### config.mk
export PLATFORM = sky130hd
export DESIGN_NAME = truth_table_sweeper
export DESIGN_NICKNAME = d
export VERILOG_FILES = /design/src/rtl/tts_pkg.sv /design/src/rtl/tts_err_accum.sv /design/src/rtl/truth_table_sweeper.sv
export SDC_FILE = /design/constraint.sdc
export NUM_CORES = 1
export LEC_CHECK = 0
export CAP_MARGIN = 30
export CORE_AREA = 3 3 47 58
export DETAILED_ROUTE_END_ITERATION = 6
export DIE_AREA = 0 0 50 61
export HOLD_SLACK_MARGIN = 0.12
export PLACE_DENSITY = 0.7
export SETUP_SLACK_MARGIN = 0.1
export SYNTH_ARGS = -nofsm -noshare
export SYNTH_HDL_FRONTEND = slang
export SYNTH_HIERARCHICAL = 1
export SYNTH_SLANG_ARGS = --single-unit
### constraint.sdc
create_clock -name clk -period 1.7 [get_ports clk]
set_input_delay 0.255 -clock clk [delete_from_list [all_inputs] [get_ports clk]]
set_output_delay 0.255 -clock clk [all_outputs]
set_load 0.1 [all_outputs]
### src/rtl/tts_pkg.sv
// Shared types and helpers for the truth-table sweeper: FSM states,
// minterm-count helper and a saturating increment.
package tts_pkg;

  typedef enum logic [1:0] {
    ST_IDLE,
    ST_SETTLE,
    ST_SAMPLE,
    ST_DONE
  } state_e;

  function automatic int unsigned nmint(input int unsigned n);
    return 32'd1 << n;
  endfunction

  // Increments v but never past the all-ones value of a w-bit counter.
  function automatic logic [31:0] sat_inc(input logic [31:0] v, input int unsigned w);
    logic [31:0] maxv;
    maxv = (w >= 32) ? 32'hFFFF_FFFF : ((32'd1 << w) - 32'd1);
    return (v >= maxv) ? maxv : v + 32'd1;
  endfunction

endpackage

### src/rtl/tts_err_accum.sv
// Mismatch bookkeeping for one sweep: saturating error count, first failing
// minterm and per-implementation sticky error flags.
module tts_err_accum import tts_pkg::*; #(
  parameter int N_IN  = 2,
  parameter int ERR_W = N_IN + 1
) (
  input  logic             clk,
  input  logic             rst,
  input  logic             clear,
  input  logic             smp,
  input  logic [N_IN-1:0]  m,
  input  logic             ea,
  input  logic             eb,
  output logic [ERR_W-1:0] err_cnt,
  output logic [N_IN-1:0]  first_err_m,
  output logic             first_err_valid,
  output logic             a_err_seen,
  output logic             b_err_seen
);

  logic [ERR_W-1:0] err_cnt_q, err_cnt_d;
  logic [N_IN-1:0]  first_m_q, first_m_d;
  logic             first_v_q, first_v_d;
  logic             a_seen_q, a_seen_d;
  logic             b_seen_q, b_seen_d;

  always_comb begin
    err_cnt_d = err_cnt_q;
    first_m_d = first_m_q;
    first_v_d = first_v_q;
    a_seen_d  = a_seen_q;
    b_seen_d  = b_seen_q;
    if (clear) begin
      err_cnt_d = '0;
      first_m_d = '0;
      first_v_d = 1'b0;
      a_seen_d  = 1'b0;
      b_seen_d  = 1'b0;
    end else if (smp && (ea || eb)) begin
      // One count per failing minterm, even when both implementations fail.
      err_cnt_d = ERR_W'(sat_inc(32'(err_cnt_q), ERR_W));
      if (!first_v_q) begin
        first_m_d = m;
        first_v_d = 1'b1;
      end
      a_seen_d = a_seen_q | ea;
      b_seen_d = b_seen_q | eb;
    end
  end

  always_ff @(posedge clk or posedge rst) begin
    if (rst) begin
      err_cnt_q <= '0;
      first_m_q <= '0;
      first_v_q <= 1'b0;
      a_seen_q  <= 1'b0;
      b_seen_q  <= 1'b0;
    end else begin
      err_cnt_q <= err_cnt_d;
      first_m_q <= first_m_d;
      first_v_q <= first_v_d;
      a_seen_q  <= a_seen_d;
      b_seen_q  <= b_seen_d;
    end
  end

  assign err_cnt         = err_cnt_q;
  assign first_err_m     = first_m_q;
  assign first_err_valid = first_v_q;
  assign a_err_seen      = a_seen_q;
  assign b_err_seen      = b_seen_q;

endmodule

### src/rtl/truth_table_sweeper.sv
// Clocked exhaustive sweep of a small combinational unit: drives every minterm
// on vec, samples two implementations and checks them against a latched table.
module truth_table_sweeper import tts_pkg::*; #(
  parameter int N_IN   = 2,
  parameter int SETTLE = 1,
  parameter int ERR_W  = N_IN + 1
) (
  input  logic                 clk,
  input  logic                 rst,
  input  logic                 start,
  input  logic [2**N_IN-1:0]   truth,
  input  logic                 s_a,
  input  logic                 s_b,
  output logic [N_IN-1:0]      vec,
  output logic                 busy,
  output logic                 done,
  output logic                 pass,
  output logic [ERR_W-1:0]     err_cnt,
  output logic [N_IN-1:0]      first_err_m,
  output logic                 first_err_valid,
  output logic                 a_err_seen,
  output logic                 b_err_seen,
  output logic                 smp_valid,
  output logic [N_IN-1:0]      smp_m,
  output logic                 smp_a,
  output logic                 smp_b
);

  localparam int unsigned     NM     = nmint(N_IN);
  localparam int              SW     = (SETTLE > 1) ? $clog2(SETTLE) : 1;
  localparam logic [N_IN-1:0] M_LAST = N_IN'(NM - 1);
  localparam logic [SW-1:0]   S_LAST = SW'(SETTLE - 1);

  state_e             state_q, state_d;
  logic [N_IN-1:0]    m_q, m_d;
  logic [SW-1:0]      settle_q, settle_d;
  logic [2**N_IN-1:0] truth_q, truth_d;
  logic               pass_q, pass_d;
  logic               clear;
  logic               ea, eb;

  always_comb begin
    state_d  = state_q;
    m_d      = m_q;
    settle_d = settle_q;
    truth_d  = truth_q;
    pass_d   = pass_q;
    clear    = 1'b0;
    unique case (state_q)
      ST_IDLE: begin
        if (start) begin
          truth_d  = truth;
          m_d      = '0;
          settle_d = '0;
          pass_d   = 1'b0;
          clear    = 1'b1;
          state_d  = ST_SETTLE;
        end
      end
      ST_SETTLE: begin
        if (settle_q == S_LAST) begin
          settle_d = '0;
          state_d  = ST_SAMPLE;
        end else begin
          settle_d = settle_q + 1'b1;
        end
      end
      ST_SAMPLE: begin
        // m holds at the last minterm so vec stays stable through DONE.
        if (m_q == M_LAST) begin
          state_d = ST_DONE;
        end else begin
          m_d     = m_q + 1'b1;
          state_d = ST_SETTLE;
        end
      end
      ST_DONE: begin
        pass_d  = (err_cnt == '0);
        state_d = ST_IDLE;
      end
      default: state_d = ST_IDLE;
    endcase
  end

  always_ff @(posedge clk or posedge rst) begin
    if (rst) begin
      state_q  <= ST_IDLE;
      m_q      <= '0;
      settle_q <= '0;
      truth_q  <= '0;
      pass_q   <= 1'b0;
    end else begin
      state_q  <= state_d;
      m_q      <= m_d;
      settle_q <= settle_d;
      truth_q  <= truth_d;
      pass_q   <= pass_d;
    end
  end

  assign ea = (s_a != truth_q[m_q]);
  assign eb = (s_b != truth_q[m_q]);

  tts_err_accum #(
    .N_IN  (N_IN),
    .ERR_W (ERR_W)
  ) u_err_accum (
    .clk             (clk),
    .rst             (rst),
    .clear           (clear),
    .smp             (smp_valid),
    .m               (m_q),
    .ea              (ea),
    .eb              (eb),
    .err_cnt         (err_cnt),
    .first_err_m     (first_err_m),
    .first_err_valid (first_err_valid),
    .a_err_seen      (a_err_seen),
    .b_err_seen      (b_err_seen)
  );

  // pass is presented together with the done pulse, then held until next start.
  assign vec       = m_q;
  assign busy      = (state_q != ST_IDLE);
  assign done      = (state_q == ST_DONE);
  assign pass      = done ? (err_cnt == '0) : pass_q;
  assign smp_valid = (state_q == ST_SAMPLE);
  assign smp_m     = smp_valid ? m_q : '0;
  assign smp_a     = smp_valid & s_a;
  assign smp_b     = smp_valid & s_b;

endmodule

* After elaboration in Yosys (flattened, before gate mapping)
Index checks and enable logic that the tools add are counted.
** Storage, ports and cells
- Flip-flop bits (word level) :: 18
- Input bits :: 9
- Output and inout port bits :: 18
- Word-level logic and storage cells :: 73
** Cells by class
- Add/sub/neg operators :: 3
- Magnitude comparators :: 2
- Equality and inequality tests :: 10
- Muxes and demuxes :: 29
- Bitwise logic cells :: 4
- Reductions and logical operators :: 15
** Operators by type and width (count)
- 2-bit two-way mux :: 9
- 1-bit two-way mux :: 12
- 2-bit AND reduction :: 5
- 2-bit nonzero test :: 5
- 3-bit two-way mux :: 3
- 2-bit != test (second input constant) :: 4
- 2-bit one-hot mux with 4 select lines :: 1
- 2-bit == test (second input constant) :: 3
- 1-bit one-hot mux with 2 select lines :: 2
- 2-bit one-hot mux with 2 select lines :: 1
- 3-bit by 1-bit adder with 3-bit output (second input constant) :: 1
- 3-bit greater-or-equal comparator (second input constant) :: 1
- 3-bit logical NOT :: 1
- 2-bit by 3-bit < comparator with 1-bit output (second input constant) :: 1
- 3-bit AND reduction :: 1
- 2-bit by 1-bit adder with 2-bit output (second input constant) :: 1
- 1-bit AND :: 2
- 1-bit binary-select mux with 2-bit select :: 1
- 2-bit by 1-bit == test with 1-bit output (second input constant) :: 1
- 2-bit logical NOT :: 1
- 1-bit != test :: 2
- 1-bit bitwise OR :: 2
- 1-bit adder (second input constant) :: 1
- 1-bit logical AND :: 1
- 1-bit logical OR :: 1

* Depth between registers and ports, before layout
Gate-level depths: netlist of the first run.
- Word-level depth :: 7
- Depth in mapped cells :: 6
- Gate-level depth less buffers :: 6

* Hierarchy
The synthesis of the first run kept the hierarchy.
** By module, submodules not included
- truth_table_sweeper :: times used 1, cells each 44, area each 490.5 µm², seq. area each 225.2 µm²
- tts_err_accum :: times used 1, cells each 36, area each 377.9 µm², seq. area each 200.2 µm²

* Worst setup path after synthesis of the first run
OpenSTA, ideal clock, no wires.
- Path type :: reg-to-output
- Start point :: reg state_q[1]
- End point :: out smp_a
- Arrival :: 2.980 ns
- Required time :: 1.445 ns
- Path slack :: -1.535 ns
- Stages on the path, launching flop included :: 3
- Path buffers :: 0
- Path through :: dfrtp_1 -> nor2b_1 -> and2_1
** Between the ends
- Word-level cells in the longest chain between the ends :: 2
** Ends and longest elaborated chain
- start, declared :: line truth_table_sweeper.sv:34 : state_e state_q, state_d;
- start signal, assigned :: line truth_table_sweeper.sv:93 : state_q <= state_d;
- 2-bit == test :: line truth_table_sweeper.sv:127 : assign smp_valid = (state_q == ST_SAMPLE);
- net smp_valid :: line truth_table_sweeper.sv:23 : output logic smp_valid,
- 1-bit AND :: line truth_table_sweeper.sv:129 : assign smp_a = smp_valid & s_a;
- end, declared :: line truth_table_sweeper.sv:25 : output logic smp_a,
The timed path passes the listed nets, and every way through them passes these cells.

* Worst setup path in the final report of the first run
- Start point :: reg u_err_accum.err_cnt_q[0], in the netlist u_err_accum/err_cnt[0]
- End point :: out pass
** Between the ends
- Word-level cells in the longest chain between the ends :: 2
** Ends and longest elaborated chain
- start, declared :: line tts_err_accum.sv:21 : logic [ERR_W-1:0] err_cnt_q, err_cnt_d;
- start signal, assigned :: line tts_err_accum.sv:59 : err_cnt_q <= err_cnt_d;
- 3-bit logical NOT :: line truth_table_sweeper.sv:126 : assign pass = done ? (err_cnt == '0) : pass_q;
- 1-bit two-way mux :: line truth_table_sweeper.sv:126
- end, declared :: line truth_table_sweeper.sv:17 : output logic pass,
Every way passes these cells.

==> results of run 1 <==
==> sequential cells by signal (all words and copies together) (netlist names) <==
| signal | flops |
|---|---|
| u_err_accum/first_err_valid | 1 |
| state_q | 2 |
| u_err_accum/b_err_seen | 1 |
| u_err_accum/a_err_seen | 1 |
| pass_q | 1 |
| u_err_accum/first_err_m | 2 |
| vec | 2 |
| truth_q | 4 |
| u_err_accum/err_cnt | 3 |
==> worst register-to-register path, cell delays in order, from the launching register on <==
cell      delay, ns
dfrtp_4        0.51
mux2i_1        0.13
mux2_4         0.33
xnor2_4        0.24
o21a_4         0.20
nand3b_1       0.11
a21oi_2        0.15
==> synth_stat cells <==
| library cell | count | area [µm²] |
|---|---|---|
| a22o_1 | 3 | 26.28 |
| clkbuf_1 | 1 | 3.750 |
| a31o_1 | 1 | 8.760 |
| o21ai_2 | 1 | 8.760 |
| ha_1 | 3 | 37.54 |
| nand2_1 | 3 | 11.26 |
| mux2i_1 | 2 | 20.02 |
| nor2_1 | 7 | 26.28 |
| nand3b_1 | 2 | 15.01 |
| or4_4 | 1 | 11.26 |
| nor2_2 | 1 | 6.260 |
| xnor2_1 | 2 | 17.52 |
| nand2_2 | 1 | 6.260 |
| a21oi_2 | 1 | 8.760 |
| o21ai_0 | 3 | 15.01 |
| dfrtp_1 | 17 | 425.4 |
| a21oi_1 | 4 | 20.02 |
| nor3_1 | 4 | 20.02 |
| a211oi_2 | 2 | 25.02 |
| and2_1 | 4 | 25.02 |
| mux2_2 | 6 | 67.56 |
| nor2_4 | 1 | 11.26 |
| inv_1 | 6 | 22.52 |
| o21ai_1 | 1 | 5.000 |
| or2_4 | 1 | 8.760 |
| o21a_2 | 1 | 8.760 |
| nor2b_1 | 1 | 6.260 |
==> worst paths after layout <==
kind | from | endpoint | slack (ns) | cells past startpoint
max in group asynchronous | rst | vec[0]$_DFFE_PP0P_ | 1.15 | 2
worst max register to register | vec[1]$_DFFE_PP0P_ | u_err_accum/first_err_m[0]$_DFFE_PP0P_ | -0.03 | 6
worst min register to register | truth_q[1]$_DFFE_PP0P_ | truth_q[1]$_DFFE_PP0P_ | 0.52 | 1
min in group clk | truth_q[1]$_DFFE_PP0P_ | truth_q[1]$_DFFE_PP0P_ | 0.52 | 1
worst min-delay path | rst | u_err_accum/first_err_valid$_DFFE_PP0P_ | 0.24 | 2
worst max-delay path | u_err_accum/err_cnt[0]$_DFFE_PP0P_ | pass | -0.12 | 3
==> layout make-up <==
type	count	area, µm²	share of cell area [%]
Timing Repair Buffer	42	568.0	35.14
Multi-Input combinational cell	56	519.2	32.12
Sequential cell	17	441.7	27.32
Clock buffer	4	26.28	1.625
Inverter	6	22.52	1.393
Tap cell	31	38.79	2.399
==> layer usage <==
metal  wire (µm)  global-route usage, %  vias up
li1            -                      -      371
met1         872                  16.59      371
met2        1219                  29.66       30
met3          95                  3.194        4
met4          31                  6.324        0
met5           0                      0        -
==> through the flow <==
stage / worst slack, ns / hold WS [ns] / cell area [µm²] / utilization, % / std cells
3_5_place_dp: -0.05633 / 0.4983 / 1465 / 64.88 / 143
2_1_floorplan: -0.09716 / 0.07063 / 937.1 / - / 80
6_report: -0.1206 / 0.2405 / 1617 / 71.58 / 156
3_3_place_gp: 0.04707 / 0.4970 / 1465 / 64.88 / 143
5_1_grt: -0.1644 / 0.2413 / 1617 / 71.58 / 156
4_1_cts: -0.1270 / 0.2487 / 1594 / 70.58 / 154
==> repair_timing <==
action / in CTS / in global routing
hold buffers: 0 / 0
pin swaps: 8 / 6
endpoints found under the hold margin: 0 / 0
resized for setup: 9 / 2
cloned: 0 / 0
endpoints found under the setup margin: 11 / 13
setup buffers: 8 / 3
==> cells by family (layout without fill, tap and decap cells) <==
group                      Yosys count  in the layout
AOI/OAI and AO/OA                   17             17
buffers and inverters                7             52
and+or+nand+nor                     26             26
xor gates and xnor gates             2              2
DFF                                 17             17
muxes                                8              8
adders and majority gates            3              3
==> summary.md, run 1 <==
| Metric | Value |
|---|---|
| RSZ-0062 raised after global routing | `yes` |
| Commonest non-fill, non-tap cells in the layout | `18 x buf_12, 14 x buf_4, 12 x dfrtp_1` |
| WL final | `2.218 mm` |
| Initial DRC Count | `17` |
| Initial core utilization | `around two fifths` |
| Buffers on Ports | `26` |
| Area growth, synth to finish | `86.17%` |
| Worst path required time | `roughly 1.4 ns` |
| Antenna violations before repair | `0` |
| Clock Pin Slew Worst Setup and Hold Paths | `roughly 0.10 ns` |
| CTS Buf Count | `3` |
| Failing checks | `negative setup slack` |
| Top Family by Delay on Critical Path | `simple AND/OR/NAND/NOR gates` |
| Kind of end point of the critical path | `primary output` |
| First-pass GRT wire length | `roughly 3.6 mm` |
| # nets final | `between 100 and 150` |
| TritonCTS clock tree | `yes` |
| Critical path class | `register to primary output` |
| Vias in the first global route | `797` |
| Post-synthesis adder-cell area fraction | `~4.3%` |
| Status | `finished, violations left` |
| Clock root buffer | `clkbuf_4` |
| Hold Violations, Final | `0` |
| Worst Hold Class | `input pin to async pin` |
| Later-pin clock latency in the skew report | `about 0.28 ns` |
| Detailed Routing Iterations Pass 1 | `4` |
| Register area share after synthesis | `about half` |
| Die Y | `~61 µm` |
| Yosys warnings | `6` |
| Startpoint types | `register` |
| Synthesized area per cell | `about 11 µm²` |
| Syn Nets | `slightly above 90` |
| HPWL Detailed | `roughly 1.6 mm` |
| Worst-margin pin slew | `0.3951 ns` |
| Total I/O pin count | `27` |
| Share of cells above drive strength 1 | `between 50% and 60%` |
| Pin count of the biggest net entering global routing | `10` |
| Clock skew | `0.007116 ns` |
| Total grt overflow | `0` |
| Worst path slowest cell | `or4_4` |
| Die area | `roughly 0.003 mm²` |
| GRT Overall Usage | `approximately 16%` |
| Row count | `19` |
| Worst setup margin | `-0.1206 ns` |
| Via-to-Cell Ratio | `approximately 5.0` |
| Compound-cell area share of the yosys netlist | `around 15%` |
| Crit share post-route | `107.1%` |
| Crit Path Max Fanout | `2` |
| Post-layout min period | `between 1.5 and 2 ns` |
| Die W | `~50 µm` |
| GP Congestion | `roughly 0.80` |
| DRC Markers | `0` |
| Routed vias | `slightly below 800` |
| Max-cap violations | `0` |
| Fillcell total | `152` |
| H-Tree Depth | `1` |
| Multiplexer area fraction after synthesis | `10.09%` |
| Post-Syn Instances | `80` |
| Core ar. | `approximately 0.0023 mm²` |
| Final Max Tran Viols | `0` |
| Crit path buf inv count | `1` |
| Cell Chain, Critical Path | `or4_4 > nand2_8 > buf_12` |
| CP arrival | `approximately 1.6 ns` |
| Inserted Diodes | `0` |
| Yosys reg bits | `17` |
| Maximum clock path buffer count | `2` |
| Clock Sinks | `17` |
| Post-synthesis simple-gate area fraction | `between 15 and 20%` |
| Largest family of logic cells by synthesized area | `simple AND/OR/NAND/NOR gates` |
| Max_slew headroom | `between 70% and 80%` |
| XOR/XNOR share of the synthesized area | `2.017%` |
| Wire length per cell | `between 10 and 15 µm` |
| Worst path max stage delay | `around 0.53 ns` |
| Detail Route Antenna Nets | `0` |
| Fin Setup TNS | `-0.3382 ns` |
| Fmax | `0.5493 GHz` |
| Synth cell types | `27` |
| Commonest non-fill, non-tap cell in the layout | `buf_12` |
| Final setup violation count | `9` |
| Cell area after synthesis | `868.3 µm²` |
Power of run 1 is left out: the tool's default activity adds up to more than one toggle a clock period on the data nets, which glitch-free logic cannot reach.
==> run 2: changes to the inputs <==
--- a/config.mk
+++ b/config.mk
@@ -12,6 +12,7 @@
 export HOLD_SLACK_MARGIN = 0.12
 export PLACE_DENSITY = 0.7
 export SETUP_SLACK_MARGIN = 0.1
+export SLEW_MARGIN = 20
 export SYNTH_ARGS = -nofsm -noshare
 export SYNTH_HDL_FRONTEND = slang
 export SYNTH_HIERARCHICAL = 1
==> constraint.sdc (replaced) <==
create_clock -name clk -period 1.7 [get_ports clk]
set_input_delay 0.425 -clock clk [delete_from_list [all_inputs] [get_ports clk]]
set_output_delay 0.425 -clock clk [all_outputs]
set_load 0.1 [all_outputs]
==> run 2 against run 1 <==
Net effect:
- the flow still finishes with violations (negative setup slack)
- critical path depth grew 1
- die area did not move
- wire length rose by 1.8%
- utilization grew 1.0 points
- sequential share of layout area down 0.38 points
- final area grew 1.4%
- non-clock buffer count stayed put
- critical path type unchanged
- highest routed layer unchanged
==> summary.md, run 2 (same netlist as run 1, synthesis figures left out) <==
| Metric | Value |
|---|---|
| Fillcell total | `162 (was 152)` |
| First-pass GRT wire length | `3.574 mm (was 3.553 mm)` |
| Reg with most FFs | `truth_q (unchanged)` |
| Maximum clock path buffer count | `2 (unchanged)` |
| Failing checks | `negative setup slack (unchanged)` |
| Worst path required time | `1.27 ns (was 1.44 ns)` |
| Final Max Tran Viols | `0 (unchanged)` |
| Detailed Routing Iterations Pass 1 | `3 (was 4)` |
| Clock Sinks | `17 (unchanged)` |
| Post-Layout Cell Count | `156 (unchanged)` |
| Hold Violations, Final | `0 (unchanged)` |
| Total grt overflow | `0 (unchanged)` |
| Core ar. | `0.002258 mm² (unchanged)` |
| Worst-margin pin slew | `0.3172 ns (was 0.3951 ns)` |
| Clock Pin Slew Worst Setup and Hold Paths | `0.09 ns (was 0.10 ns)` |
| TritonCTS clock tree | `yes (unchanged)` |
| Max-cap violations | `0 (unchanged)` |
| R2R Setup Slk | `-0.06 ns (was -0.03 ns)` |
| Post-CTS Hold Fix Bufs | `0 (unchanged)` |
| Status | `finished, violations left (unchanged)` |
| R2R depth | `6 (unchanged)` |
| Crit path buf inv count | `1 (unchanged)` |
| Largest register FFs | `4 (unchanged)` |
| WL final | `2.257 mm (was 2.218 mm)` |
| Placed Cells | `146 (was 143)` |
| Startpoint types | `register (unchanged)` |
| Pin count of the biggest net entering global routing | `10 (unchanged)` |
| Cell Chain, Critical Path | `nand2_2 > or4_4 > nand2_8 > buf_12 (was or4_4 > nand2_8 > buf_12)` |
| Via-to-Cell Ratio | `4.923 (was 4.974)` |
| Share of cells above drive strength 1 | `59.20% (was 56.00%)` |
| Final setup violation count | `12 (was 9)` |
| CP arrival | `1.59 ns (was 1.57 ns)` |
| Max_slew headroom | `78.63% (was 73.38%)` |
| Worst path max stage delay | `0.58 ns (was 0.53 ns)` |
| HPWL Detailed | `1.708 mm (was 1.605 mm)` |
| Total I/O pin count | `27 (unchanged)` |
| Top Family by Delay on Critical Path | `simple AND/OR/NAND/NOR gates (unchanged)` |
| Clock skew | `0.003452 ns (was 0.007116 ns)` |
| Antenna violations before repair | `0 (unchanged)` |
| Clock root buffer | `clkbuf_4 (unchanged)` |
| Crit Path Max Fanout | `2 (unchanged)` |
| Area growth, synth to finish | `88.76% (was 86.17%)` |
| Later-pin clock latency in the skew report | `0.28 ns (about the same)` |
| Worst setup margin | `-0.3158 ns (was -0.1206 ns)` |
| Post-route cell area | `0.001639 mm² (was 0.001617 mm²)` |
| Wire length per cell | `14.47 µm (was 14.22 µm)` |
| Commonest non-fill, non-tap cell in the layout | `buf_12 (unchanged)` |
| Initial DRC Count | `12 (was 17)` |
| Post-place instance area | `0.001488 mm² (was 0.001465 mm²)` |
| Vias in the first global route | `791 (was 797)` |
| DRC Markers | `0 (unchanged)` |
| H-Tree Depth | `1 (unchanged)` |
| Kind of end point of the critical path | `primary output (unchanged)` |
| Buffers on Ports | `26 (unchanged)` |
| Post-layout min period | `2.016 ns (was 1.821 ns)` |
| Critical path class | `register to primary output (unchanged)` |
| Row count | `19 (unchanged)` |
| GRT Overall Usage | `15.72% (was 15.52%)` |
| Commonest non-fill, non-tap cells in the layout | `18 x buf_12, 13 x buf_4, 12 x dfrtp_1 (was 18 x buf_12, 14 x buf_4, 12 x dfrtp_1)` |
| RR Endpoint | `u_err_accum/err_cnt[0]$_DFFE_PP0P_ (was u_err_accum/first_err_m[0]$_DFFE_PP0P_)` |
| Die Y | `61 µm (unchanged)` |
| Die W | `50 µm (unchanged)` |
| # nets final | `138 (unchanged)` |
| Crit share post-route | `118.6% (was 107.1%)` |
| Worst path slowest cell | `or4_4 (unchanged)` |
| Routed vias | `768 (was 776)` |
| RSZ-0062 raised after global routing | `yes (unchanged)` |
| Reg-to-Reg Start | `vec[1]$_DFFE_PP0P_ (unchanged)` |
| Initial core utilization | `38.45% (unchanged)` |
| GP Congestion | `0.7633 (was 0.8025)` |
| Worst Hold Class | `input pin to async pin (unchanged)` |
| Fmax | `0.4961 GHz (was 0.5493 GHz)` |
| Detail Route Antenna Nets | `0 (unchanged)` |
| CTS Buf Count | `3 (unchanged)` |
| Inserted Diodes | `0 (unchanged)` |
| Die area | `0.003050 mm² (unchanged)` |
-- run 2: cell types whose count changed in the layout (fill, tap and decap cells not counted), sizes merged --
cell,change
dlygate4sd2,+2
clkdlybuf4s50,-2
-- run 2: metal layers --
metal / GRT usage [%] / vias up / share of wire [%]
li1: - / 369 / -
met1: 16.72 / 377 / 39
met2: 31.34 / 18 / 56
met3: 2.703 / 4 / 3.5
met4: 4.743 / 0 / 1.6
met5: 0 / - / 0
-- run 2: worst register-to-register path: stages, from the launching register on --
cell and delay (ns):
dfrtp_4 0.50, mux2i_1 0.13, mux2_4 0.34, xnor2_4 0.19
o21ai_4 0.26, a211oi_2 0.07, a211oi_2 0.19
-- run 2: stage by stage --
stage / hold WS [ns] / setup slack (ns) / TNS, ns / util [%]
after floorplan: 0.2406 / -0.2511 / -1.582 / -
after global placement: 0.4923 / -0.007133 / -0.01661 / 65.87
after detailed placement: 0.4962 / -0.03460 / -0.1315 / 65.87
after CTS: 0.4400 / -0.3157 / -0.7418 / 71.30
after global routing: 0.4686 / -0.3680 / -2.253 / 72.58
final: 0.4443 / -0.3158 / -1.475 / 72.58
-- run 2: how the worst max path moves through the flow --
stage | startpoint | end | slack, ns | cells after the start
global route | state_q[1]$_DFFE_PP0P_ | pass | -0.37 | 4
finish | state_q[1]$_DFFE_PP0P_ | pass | -0.32 | 4
CTS | u_err_accum/err_cnt[1]$_DFFE_PP0P_ | pass | -0.32 | 3
detailed placement | s_a | u_err_accum/err_cnt[2]$_DFFE_PP0P_ | -0.03 | 5
floorplan | state_q[1]$_DFFE_PP0P_ | smp_a | -0.25 | 2
global placement | s_a | smp_a | -0.007 | 3
-- run 2: cell type report --
cell class / count / area [µm²] / area share (%)
multi-input combinational: 56 / 540.5 / 32.98
clock buffer: 4 / 26.28 / 1.603
sequential: 17 / 441.7 / 26.95
tap: 31 / 38.79 / 2.366
timing repair buffer: 42 / 569.3 / 34.73
inverter: 6 / 22.52 / 1.374
-- run 2: what timing repair did --
| action | 4_1_cts | 5_1_grt |
|---|---|---|
| pin swaps | 9 | 5 |
| hold endpoints to repair | 0 | 0 |
| gates cloned | 0 | 0 |
| gates resized for setup | 14 | 4 |
| buffers inserted | 6 | 2 |
| endpoints found under the setup margin | 13 | 14 |
Power of run 2 is left out for the same reason.
